## config.mk

```make
export PLATFORM = sky130hd
export DESIGN_NAME = bist_stimulus_compactor
export DESIGN_NICKNAME = d
export VERILOG_FILES = /design/src/rtl/bist_stimulus_compactor.sv
export SDC_FILE = /design/constraint.sdc
export NUM_CORES = 1
export LEC_CHECK = 0
export ABC_AREA = 0
export ABC_CLOCK_PERIOD_IN_PS = 2700
export BUFFER_PORTS_ARGS = -buffer_cell sky130_fd_sc_hd__buf_2
export CORE_UTILIZATION = 33
export DETAILED_ROUTE_END_ITERATION = 6
export PLACE_DENSITY = 0.54
export SETUP_SLACK_MARGIN = 0.02
export SYNTH_ARGS = -nofsm -noshare
export SYNTH_HDL_FRONTEND = slang
export SYNTH_SLANG_ARGS = --single-unit
```

## constraint.sdc

```tcl
create_clock -name I1470_clk -period 2.7 [get_ports I1470_clk]
set_input_delay 0.135 -clock I1470_clk [delete_from_list [all_inputs] [get_ports I1470_clk]]
set_output_delay 0.135 -clock I1470_clk [all_outputs]
set_load 0.1 [all_outputs]
```

## src/rtl/bist_stimulus_compactor.sv

```systemverilog
// -----------------------------------------------------------------------------
// bist_stimulus_compactor
//
// BIST companion for a single-output circuit under test (CUT). A 16-bit Galois
// LFSR drives pseudo-random patterns onto the CUT inputs, and a 16-bit MISR
// folds the CUT response into a signature. At the end of a run the signature
// is compared against a golden value and the result is held until the next run.
//
// Ports:
//   I1470_clk  - clock, rising edge
//   I1477_rst  - asynchronous active-low reset
//   start      - run request, honoured only in IDLE and DONE
//   golden     - expected signature, sampled on the edge that enters DONE
//   resp       - CUT output
//   stim       - CUT input drive (LFSR low bits while running, else 0)
//   busy       - high while patterns are applied or the CUT pipeline drains
//   done       - high once the run has finished
//   pass       - signature matched golden (meaningful while done)
//   signature  - current MISR contents
//   state_dbg  - current FSM state encoding, for observation only
//
// Handshake: start is a level request; it is accepted on any rising edge where
// the FSM is in IDLE or DONE and start is high. There is no back-pressure.
// -----------------------------------------------------------------------------
module bist_stimulus_compactor #(
    parameter int          N_IN     = 3,
    parameter int          PATTERNS = 256,
    parameter int          LAT      = 1,
    parameter logic [15:0] SEED     = 16'hACE1
) (
    input  logic            I1470_clk,
    input  logic            I1477_rst,
    input  logic            start,
    input  logic [15:0]     golden,
    input  logic            resp,
    output logic [N_IN-1:0] stim,
    output logic            busy,
    output logic            done,
    output logic            pass,
    output logic [15:0]     signature,
    output logic [1:0]      state_dbg
);

    typedef enum logic [1:0] {
        S_IDLE  = 2'd0,
        S_RUN   = 2'd1,
        S_FLUSH = 2'd2,
        S_DONE  = 2'd3
    } state_t;

    localparam logic [15:0] POLY_MASK = 16'h6801;
    localparam logic [15:0] PAT_LAST  = 16'(PATTERNS - 1);
    localparam logic [15:0] LAT_LAST  = 16'(LAT - 1);

    // One Galois step of x^16+x^14+x^13+x^11+1.
    function automatic logic [15:0] galois_step(input logic [15:0] v);
        return {v[14:0], 1'b0} ^ (v[15] ? POLY_MASK : 16'h0000);
    endfunction

    state_t            state_q, state_d;
    logic [15:0]       lfsr_q, lfsr_d;
    logic [15:0]       misr_q, misr_d;
    logic [15:0]       cnt_q, cnt_d;
    logic [N_IN-1:0]   stim_q, stim_d;
    logic              busy_q, busy_d;
    logic              done_q, done_d;
    logic              pass_q, pass_d;

    logic              run_now;
    logic              misr_en;

    assign run_now = (state_q == S_RUN);

    // The "pattern valid" flag is delayed by the CUT latency so that each
    // response is captured exactly when the CUT presents it.
    generate
        if (LAT == 0) begin : g_no_delay
            assign misr_en = run_now;
        end else begin : g_delay
            logic [LAT-1:0] vld_q, vld_d;

            always_comb begin
                vld_d = LAT'({vld_q, run_now});
            end

            always_ff @(posedge I1470_clk or negedge I1477_rst) begin
                if (!I1477_rst) begin
                    vld_q <= '0;
                end else begin
                    vld_q <= vld_d;
                end
            end

            assign misr_en = vld_q[LAT-1];
        end
    endgenerate

    always_comb begin
        state_d = state_q;
        lfsr_d  = lfsr_q;
        misr_d  = misr_q;
        cnt_d   = cnt_q;
        pass_d  = pass_q;

        if (misr_en) begin
            misr_d = galois_step(misr_q) ^ {15'b0, resp};
        end

        case (state_q)
            S_IDLE, S_DONE: begin
                if (start) begin
                    state_d = S_RUN;
                    lfsr_d  = SEED;
                    misr_d  = 16'h0000;
                    cnt_d   = 16'h0000;
                    pass_d  = 1'b0;
                end
            end
            S_RUN: begin
                lfsr_d = galois_step(lfsr_q);
                cnt_d  = cnt_q + 16'd1;
                if (cnt_q == PAT_LAST) begin
                    cnt_d = 16'h0000;
                    if (LAT == 0) begin
                        // Last capture happens on this same edge, so the
                        // comparison uses the updated MISR value.
                        state_d = S_DONE;
                        pass_d  = (misr_d == golden);
                    end else begin
                        state_d = S_FLUSH;
                    end
                end
            end
            S_FLUSH: begin
                cnt_d = cnt_q + 16'd1;
                if (cnt_q == LAT_LAST) begin
                    cnt_d   = 16'h0000;
                    state_d = S_DONE;
                    pass_d  = (misr_d == golden);
                end
            end
            default: begin
                state_d = S_IDLE;
            end
        endcase

        // Outputs are registered from the next-state values so they line up
        // with the state they describe.
        stim_d = (state_d == S_RUN) ? lfsr_d[N_IN-1:0] : '0;
        busy_d = (state_d == S_RUN) || (state_d == S_FLUSH);
        done_d = (state_d == S_DONE);
    end

    always_ff @(posedge I1470_clk or negedge I1477_rst) begin
        if (!I1477_rst) begin
            state_q <= S_IDLE;
            lfsr_q  <= SEED;
            misr_q  <= 16'h0000;
            cnt_q   <= 16'h0000;
            stim_q  <= '0;
            busy_q  <= 1'b0;
            done_q  <= 1'b0;
            pass_q  <= 1'b0;
        end else begin
            state_q <= state_d;
            lfsr_q  <= lfsr_d;
            misr_q  <= misr_d;
            cnt_q   <= cnt_d;
            stim_q  <= stim_d;
            busy_q  <= busy_d;
            done_q  <= done_d;
            pass_q  <= pass_d;
        end
    end

    assign stim      = stim_q;
    assign busy      = busy_q;
    assign done      = done_q;
    assign pass      = pass_q;
    assign signature = misr_q;
    assign state_dbg = state_q;

endmodule

```

==> impl_metrics.env, run 1 <==
export IMPL_grt_overflow=0
export IMPL_critPathArrivalTime_ns=2.72
export IMPL_cts_root_buf="clkbuf_8"
export IMPL_synth_top_area_cell="dfrtp_1"
export IMPL_worstSetupEndpointType="register"
export IMPL_hpwlAfterDp_um=5080
export IMPL_p_sw_frac=0.496
export IMPL_clkTransAtPathRegs_ns=0.07
export IMPL_netlist_instances=334
export IMPL_synth_fp_nets=361
export IMPL_slew_headroom=0.506
export IMPL_coreArea_um2=9370
export IMPL_cts_setup_buffers=0
export IMPL_synth_area_top_cells="dfrtp_1 38%, dfstp_2 6.5%, mux2i_1 6.2%"
export IMPL_regArea_um2=1440
export IMPL_status="completed"
export IMPL_synth_edf_count=0
export IMPL_ys_seq_area_frac=0.443
export IMPL_hold_viol_final=0
export IMPL_wl_um=7320
export IMPL_drtIter0Drc=107
export IMPL_synthArstFlopShare=1.00
export IMPL_maxCapViolCount=0
export IMPL_gp_congestion=0.866
export IMPL_antenna_found_initial=0
export IMPL_fp_dieW_um=101
export IMPL_h_tree_depth=3
export IMPL_port_buffers=43
export IMPL_clk_path_buf_depth=2
export IMPL_power_density_nw_per_um2=916
export IMPL_firstDrtPassIters=5
export IMPL_drive_gt1_frac=0.219
export IMPL_critical_path_buf_inv_count=0
export IMPL_slew_violations=0
export IMPL_syn_avg_cell_area_um2=9.70
export IMPL_startpoint_type="register"
export IMPL_place_area_um2=3620
export IMPL_fin_crit_ns=2.44
export IMPL_ios=44
export IMPL_required_ns=2.97
export IMPL_drc=0
export IMPL_setup_viol=0
export IMPL_slowest_stage="or4_4"
export IMPL_wl_per_cell_um=14.3
export IMPL_ys_seq_elements=57
export IMPL_yosys_area_top_type_share=0.378
export IMPL_final_cell_area_um2=3820
export IMPL_grt_setup_unrepaired="false"
export IMPL_grt_pass1_vias=2463
export IMPL_worstHoldPathType="input pin to register"
export IMPL_crit_type="register to register"
export IMPL_critical_path_max_fanout=5
export IMPL_fin_skew_ns=0.00770
export IMPL_p_total_uw=3500
export IMPL_clk_latency_ns=0.34
export IMPL_tightest_slew_ns=0.741
export IMPL_die_area_um2=10200
export IMPL_p_int_uw=1760
export IMPL_setup_tns_ns=0
export IMPL_multi_input_area_um2=1670
export IMPL_vias_per_cell=4.95
export IMPL_synth_warnings=0
export IMPL_irDropWorstVdd_mv=0.847
export IMPL_path_cells="or4_4 -> or4_4 -> o21ai_0 -> o21ai_0 -> o21ai_2 -> ha_1 -> and2_1"
export IMPL_grt_use_total=0.156
export IMPL_max_stage_delay_ns=0.59
export IMPL_ys_types=51
export IMPL_diodes=0
export IMPL_area_delta_synth_final_pct=17.8
export IMPL_layout_nets=407
export IMPL_cts_made_buffers=9
export IMPL_grt_pass1_wl_um=12200
export IMPL_combinationalPowerShare=0.434
export IMPL_num_fill_cells=955
export IMPL_post_route_period_util=0.905
export IMPL_cts_tree="built"
export IMPL_postRouteAntennaNets=0
export IMPL_p_sw_uw=1730
export IMPL_rows=35
export IMPL_p_leak_uw=0.00173
export IMPL_synth_ff_type="dfrtp_1"
export IMPL_clkPwrFrac=0.224
export IMPL_start_util=0.346
export IMPL_clock_sinks=57
export IMPL_critPathTopFamily="simple AND/OR/NAND/NOR gates"
export IMPL_power_frac_seq=0.342
export IMPL_synthesis_area_um2=3240
export IMPL_grt_max_degree=58
export IMPL_fmaxAchievable_mhz=409
export IMPL_die_y_um=101
export IMPL_vias=2540
[power groups by stage]
stage	sequential [µW]	combinational, µW	clock, µW
2_1_floorplan	2050	399	0
3_3_place_gp	1210	1510	0
3_5_place_dp	1210	1520	0
4_1_cts	1200	1530	815
5_1_grt	1220	1590	852
6_report	1190	1520	783
[area by class of cell]
type                            instances  share of cell area
Multi-Input combinational cell        242               0.437
Sequential cell                        57               0.377
Timing Repair Buffer                   55              0.0807
Tap cell                              129              0.0423
Clock buffer                           11              0.0370
Inverter                               15              0.0148
Clock inverter                          4              0.0118
[sequential cells by signal, indices dropped and copies added (netlist names)]
| name | cells |
|---|---|
| cnt_q | 16 |
| lfsr_q | 16 |
| signature | 16 |
| stim | 3 |
| state_dbg | 2 |
| busy | 1 |
| done | 1 |
| g_delay.vld_q | 1 |
| pass | 1 |
[worst register-to-register path, stage by stage (launching register included)]
cell and delay (ns):
dfrtp_1 0.44, or4_4 0.57, or4_4 0.59, o21ai_0 0.15, o21ai_0 0.12, o21ai_2 0.18, ha_1 0.20, and2_1 0.13
[what timing repair did]
action | CTS | global route
resized for setup | 0 | 2
hold endpoints to repair | 49 | 0
endpoints found under the setup margin | 0 | 4
hold buffers | 1 | 0
[through the flow]
stage	setup WS (ns)	std cells	util	hold WS, ns
finish	0.256	513	0.407	0.138
global route	0.0660	513	0.407	0.144
CTS	0.0441	513	0.407	0.119
detailed placement	0.0794	497	0.386	0.331
global placement	0.137	497	0.386	0.337
floorplan	0.117	334	-	-0.161
[kinds of logic (layout without fill, tap and decap cells)]
kind of cell / count (synthesis) / after routing / synth area share
fa+ha+maj: 7 / 7 / 0.0270
xor+xnor: 39 / 39 / 0.105
simple gates: 101 / 101 / 0.163
mux: 20 / 20 / 0.0618
buf+inv: 35 / 85 / 0.0436
flops: 57 / 57 / 0.443
compound gates: 75 / 75 / 0.156
[Yosys cell counts (2+ instances only)]
library cell,count
dfrtp_1,49
nor2_1,30
o21ai_0,25
xnor2_1,22
mux2i_1,20
xor2_1,17
clkbuf_1,16
nand2_1,16
inv_1,14
nand3_1,12
nand2b_1,9
dfstp_2,8
ha_1,7
a21oi_1,6
a22oi_1,6
a211oi_1,5
a221oi_1,5
a31oi_1,5
and2_1,5
nand4_1,5
or3_1,4
a21o_1,3
nor3_1,3
o21ai_1,3
o22ai_1,3
a22o_1,2
buf_2,2
nand3b_1,2
nor2b_1,2
nor3b_1,2
nor4_1,2
o2bb2ai_1,2
o31ai_1,2
or4_1,2
or4_4,2
[placed cells by master (no fill, tap or decap), types with 3 or more instances in the layout]
master	instances
o21ai_1	3
a21oi_1	6
nand4_1	5
ha_1	7
a221oi_1	5
xnor2_1	22
clkbuf_8	10
nor3_1	3
buf_4	11
and2_1	5
a211oi_1	5
clkinv_2	3
nand3_1	12
a31oi_1	5
buf_2	43
mux2i_1	20
a22oi_1	6
o22ai_1	3
or3_1	4
dfrtp_1	48
xor2_1	17
dfstp_2	8
a21o_1	3
nand2_1	16
inv_1	14
nor2_1	30
nand2b_1	9
o21ai_0	24
[routing by layer]
layer  global-route usage  vias to the layer above  wire length [µm]
met5                    0                        -                 0
met4               0.0658                        0               121
met1                0.209                     1204              3660
met3               0.0374                       10               250
met2                0.240                       47              3290
li1                     -                     1279                 -
[worst paths after layout]
check | startpoint | endpoint | slack, ns | cells after the start
setup / recovery | cnt_q[12]$_DFFE_PN0P_ | stim[0]$_DFF_PN0_ | 0.26 | 7
hold / removal | resp | signature[0]$_DFF_PN0_ | 0.14 | 3
setup reg to reg | cnt_q[12]$_DFFE_PN0P_ | stim[0]$_DFF_PN0_ | 0.26 | 7
hold reg to reg | pass$_DFFE_PN0P_ | pass$_DFFE_PN0P_ | 0.49 | 2
max in group asynchronous | I1477_rst | state_dbg[0]$_DFF_PN0_ | 1.69 | 3
min in group asynchronous | I1477_rst | signature[4]$_DFF_PN0_ | 0.45 | 3
No activity file was read; power rests on OpenSTA's default activity.
==> run 2: changes to the inputs <==
CELL_PAD_IN_SITES_DETAIL_PLACEMENT = 1   (was unset)
CELL_PAD_IN_SITES_GLOBAL_PLACEMENT = 1   (was unset)
PLACE_DENSITY = 0.65   (was 0.54)
==> impl_metrics.env, run 2 (same netlist as run 1, synthesis figures left out) <==
export IMPL_critical_path_buf_inv_count=0
export IMPL_die_y_um=101
export IMPL_p_sw_uw=1740
export IMPL_wl_um=8110
export IMPL_fp_dieW_um=101
export IMPL_grt_overflow=0
export IMPL_slew_violations=0
export IMPL_min_to="signature[0]$_DFF_PN0_"
export IMPL_grt_use_total=0.173
export IMPL_max_stage_delay_ns=0.58
export IMPL_vias=2664
export IMPL_power_frac_seq=0.329
export IMPL_combinationalPowerShare=0.424
export IMPL_wl_per_cell_um=15.7
export IMPL_clock_sinks=57
export IMPL_tightest_slew_ns=0.974
export IMPL_coreArea_um2=9370
export IMPL_drive_gt1_frac=0.224
export IMPL_critPathArrivalTime_ns=2.73
export IMPL_gp_congestion=0.786
export IMPL_post_route_period_util=0.910
export IMPL_fin_ws_ns=0.243
export IMPL_drtIter0Drc=64
export IMPL_crit_path_frequent_cell="o21ai_0"
export IMPL_h_tree_depth=3
export IMPL_start_util=0.346
export IMPL_clk_path_buf_depth=2
export IMPL_r2r_cells=7
export IMPL_irDropWorstVdd_mv=0.496
export IMPL_ios=44
export IMPL_clkTransAtPathRegs_ns=0.07
export IMPL_fin_hold_ws_ns=0.109
export IMPL_p_sw_frac=0.482
export IMPL_worstSetupEndpointType="register"
export IMPL_fin_skew_ns=0.0134
export IMPL_p_total_uw=3600
export IMPL_layout_nets=410
export IMPL_hpwlAfterDp_um=5990
export IMPL_grt_pass1_vias=2795
export IMPL_mostFrequentLayoutCell="dfrtp_1"
export IMPL_dp_cells=500
export IMPL_rows=35
export IMPL_crit_type="register to register"
export IMPL_p_leak_uw=0.00175
export IMPL_critPathTopFamily="simple AND/OR/NAND/NOR gates"
export IMPL_area_delta_synth_final_pct=19.4
export IMPL_diodes=0
export IMPL_fin_crit_ns=2.46
export IMPL_grt_pass1_wl_um=13700
export IMPL_required_ns=2.98
export IMPL_cts_root_buf="clkbuf_8"
export IMPL_final_cell_mix="48 x dfrtp_1, 43 x buf_2, 30 x nor2_1"
export IMPL_postRouteAntennaNets=0
export IMPL_stdcell_count=517
export IMPL_setup_tns_ns=0
export IMPL_power_density_nw_per_um2=932
export IMPL_hold_viol_final=0
export IMPL_status="completed"
export IMPL_p_int_uw=1870
export IMPL_maxCapViolCount=0
export IMPL_drc=0
export IMPL_setup_viol=0
export IMPL_antenna_found_initial=0
export IMPL_rrSetupSlack_ns=0.24
export IMPL_firstDrtPassIters=4
export IMPL_clk_latency_ns=0.34
export IMPL_grt_max_degree=44
export IMPL_grt_setup_unrepaired="false"
export IMPL_die_area_um2=10200
export IMPL_worstHoldPathType="input pin to register"
export IMPL_timing_rr_end="stim[1]$_DFF_PN0_"
export IMPL_cts_made_buffers=9
export IMPL_fmaxAchievable_mhz=407
export IMPL_cts_tree="built"
export IMPL_critical_path_max_fanout=5
export IMPL_startpoint_type="register"
export IMPL_pre_cts_slack_ns=0.208
export IMPL_vias_per_cell=5.15
export IMPL_hold_start="resp"
export IMPL_clkPwrFrac=0.246
export IMPL_port_buffers=43
export IMPL_hold_depth=3
export IMPL_reg2reg_from="cnt_q[12]$_DFFE_PN0P_"
export IMPL_slew_headroom=0.350
export IMPL_path_cells="or4_4 -> or4_4 -> o21ai_0 -> o21ai_0 -> o21ai_0 -> ha_1 -> and2_1"
export IMPL_slowest_stage="or4_4"
export IMPL_crit_start="cnt_q[12]$_DFFE_PN0P_"
run 2: layout make-up:
cell class                 count  area [µm²]
clock buffer                  11         141
tap                          129         161
timing repair buffer          58         330
clock inverter                 5        78.8
fill                        1115        5500
sequential                    57        1440
inverter                      15        56.3
multi-input combinational    242        1660
run 2: power groups by stage:
stage	clock [µW]	sequential, µW	combinational (µW)
after CTS	914	1190	1540
after global placement	0	1200	1520
after floorplan	0	2050	399
final	888	1190	1530
after detailed placement	0	1210	1540
after global routing	953	1210	1610
run 2: per-stage QoR:
stage / util / cell area (µm²)
2_1_floorplan: - / 3240
3_3_place_gp: 0.388 / 3640
3_5_place_dp: 0.388 / 3640
4_1_cts: 0.413 / 3870
5_1_grt: 0.413 / 3870
6_report: 0.413 / 3870
run 2: metal layers:
metal | routed length (µm) | vias up | share of wire | global-route usage
li1 | - | 1274 | - | -
met1 | 3740 | 1355 | 0.46 | 0.211
met2 | 4080 | 27 | 0.50 | 0.300
met3 | 215 | 8 | 0.027 | 0.0499
met4 | 72 | 0 | 0.0089 | 0.0435
met5 | 0 | - | 0 | 0
run 2: tightest hold or removal path, delay by kind of cell:
family | cells | cell delay, ns
AO/OA/AOI/OAI | 1 | 0.07
XOR/XNOR | 1 | 0.11
buffers and inverters | 1 | 0.10
run 2: worst max-delay path by stage:
| stage | depth (start not counted) | slack (ns) | to |
|---|---|---|---|
| after floorplan | 9 | 0.12 | busy$_DFF_PN0_ |
| after global placement | 7 | 0.26 | stim[2]$_DFF_PN0_ |
| after detailed placement | 9 | 0.21 | stim[1]$_DFF_PN0_ |
| after CTS | 7 | 0.20 | stim[1]$_DFF_PN0_ |
| after global routing | 9 | 0.05 | stim[0]$_DFF_PN0_ |
| final | 7 | 0.24 | stim[1]$_DFF_PN0_ |
run 2: timing repair:
item	4_1_cts	5_1_grt
setup buffers	0	0
gates resized for setup	0	0
hold endpoints to repair	33	0
hold buffers	1	0
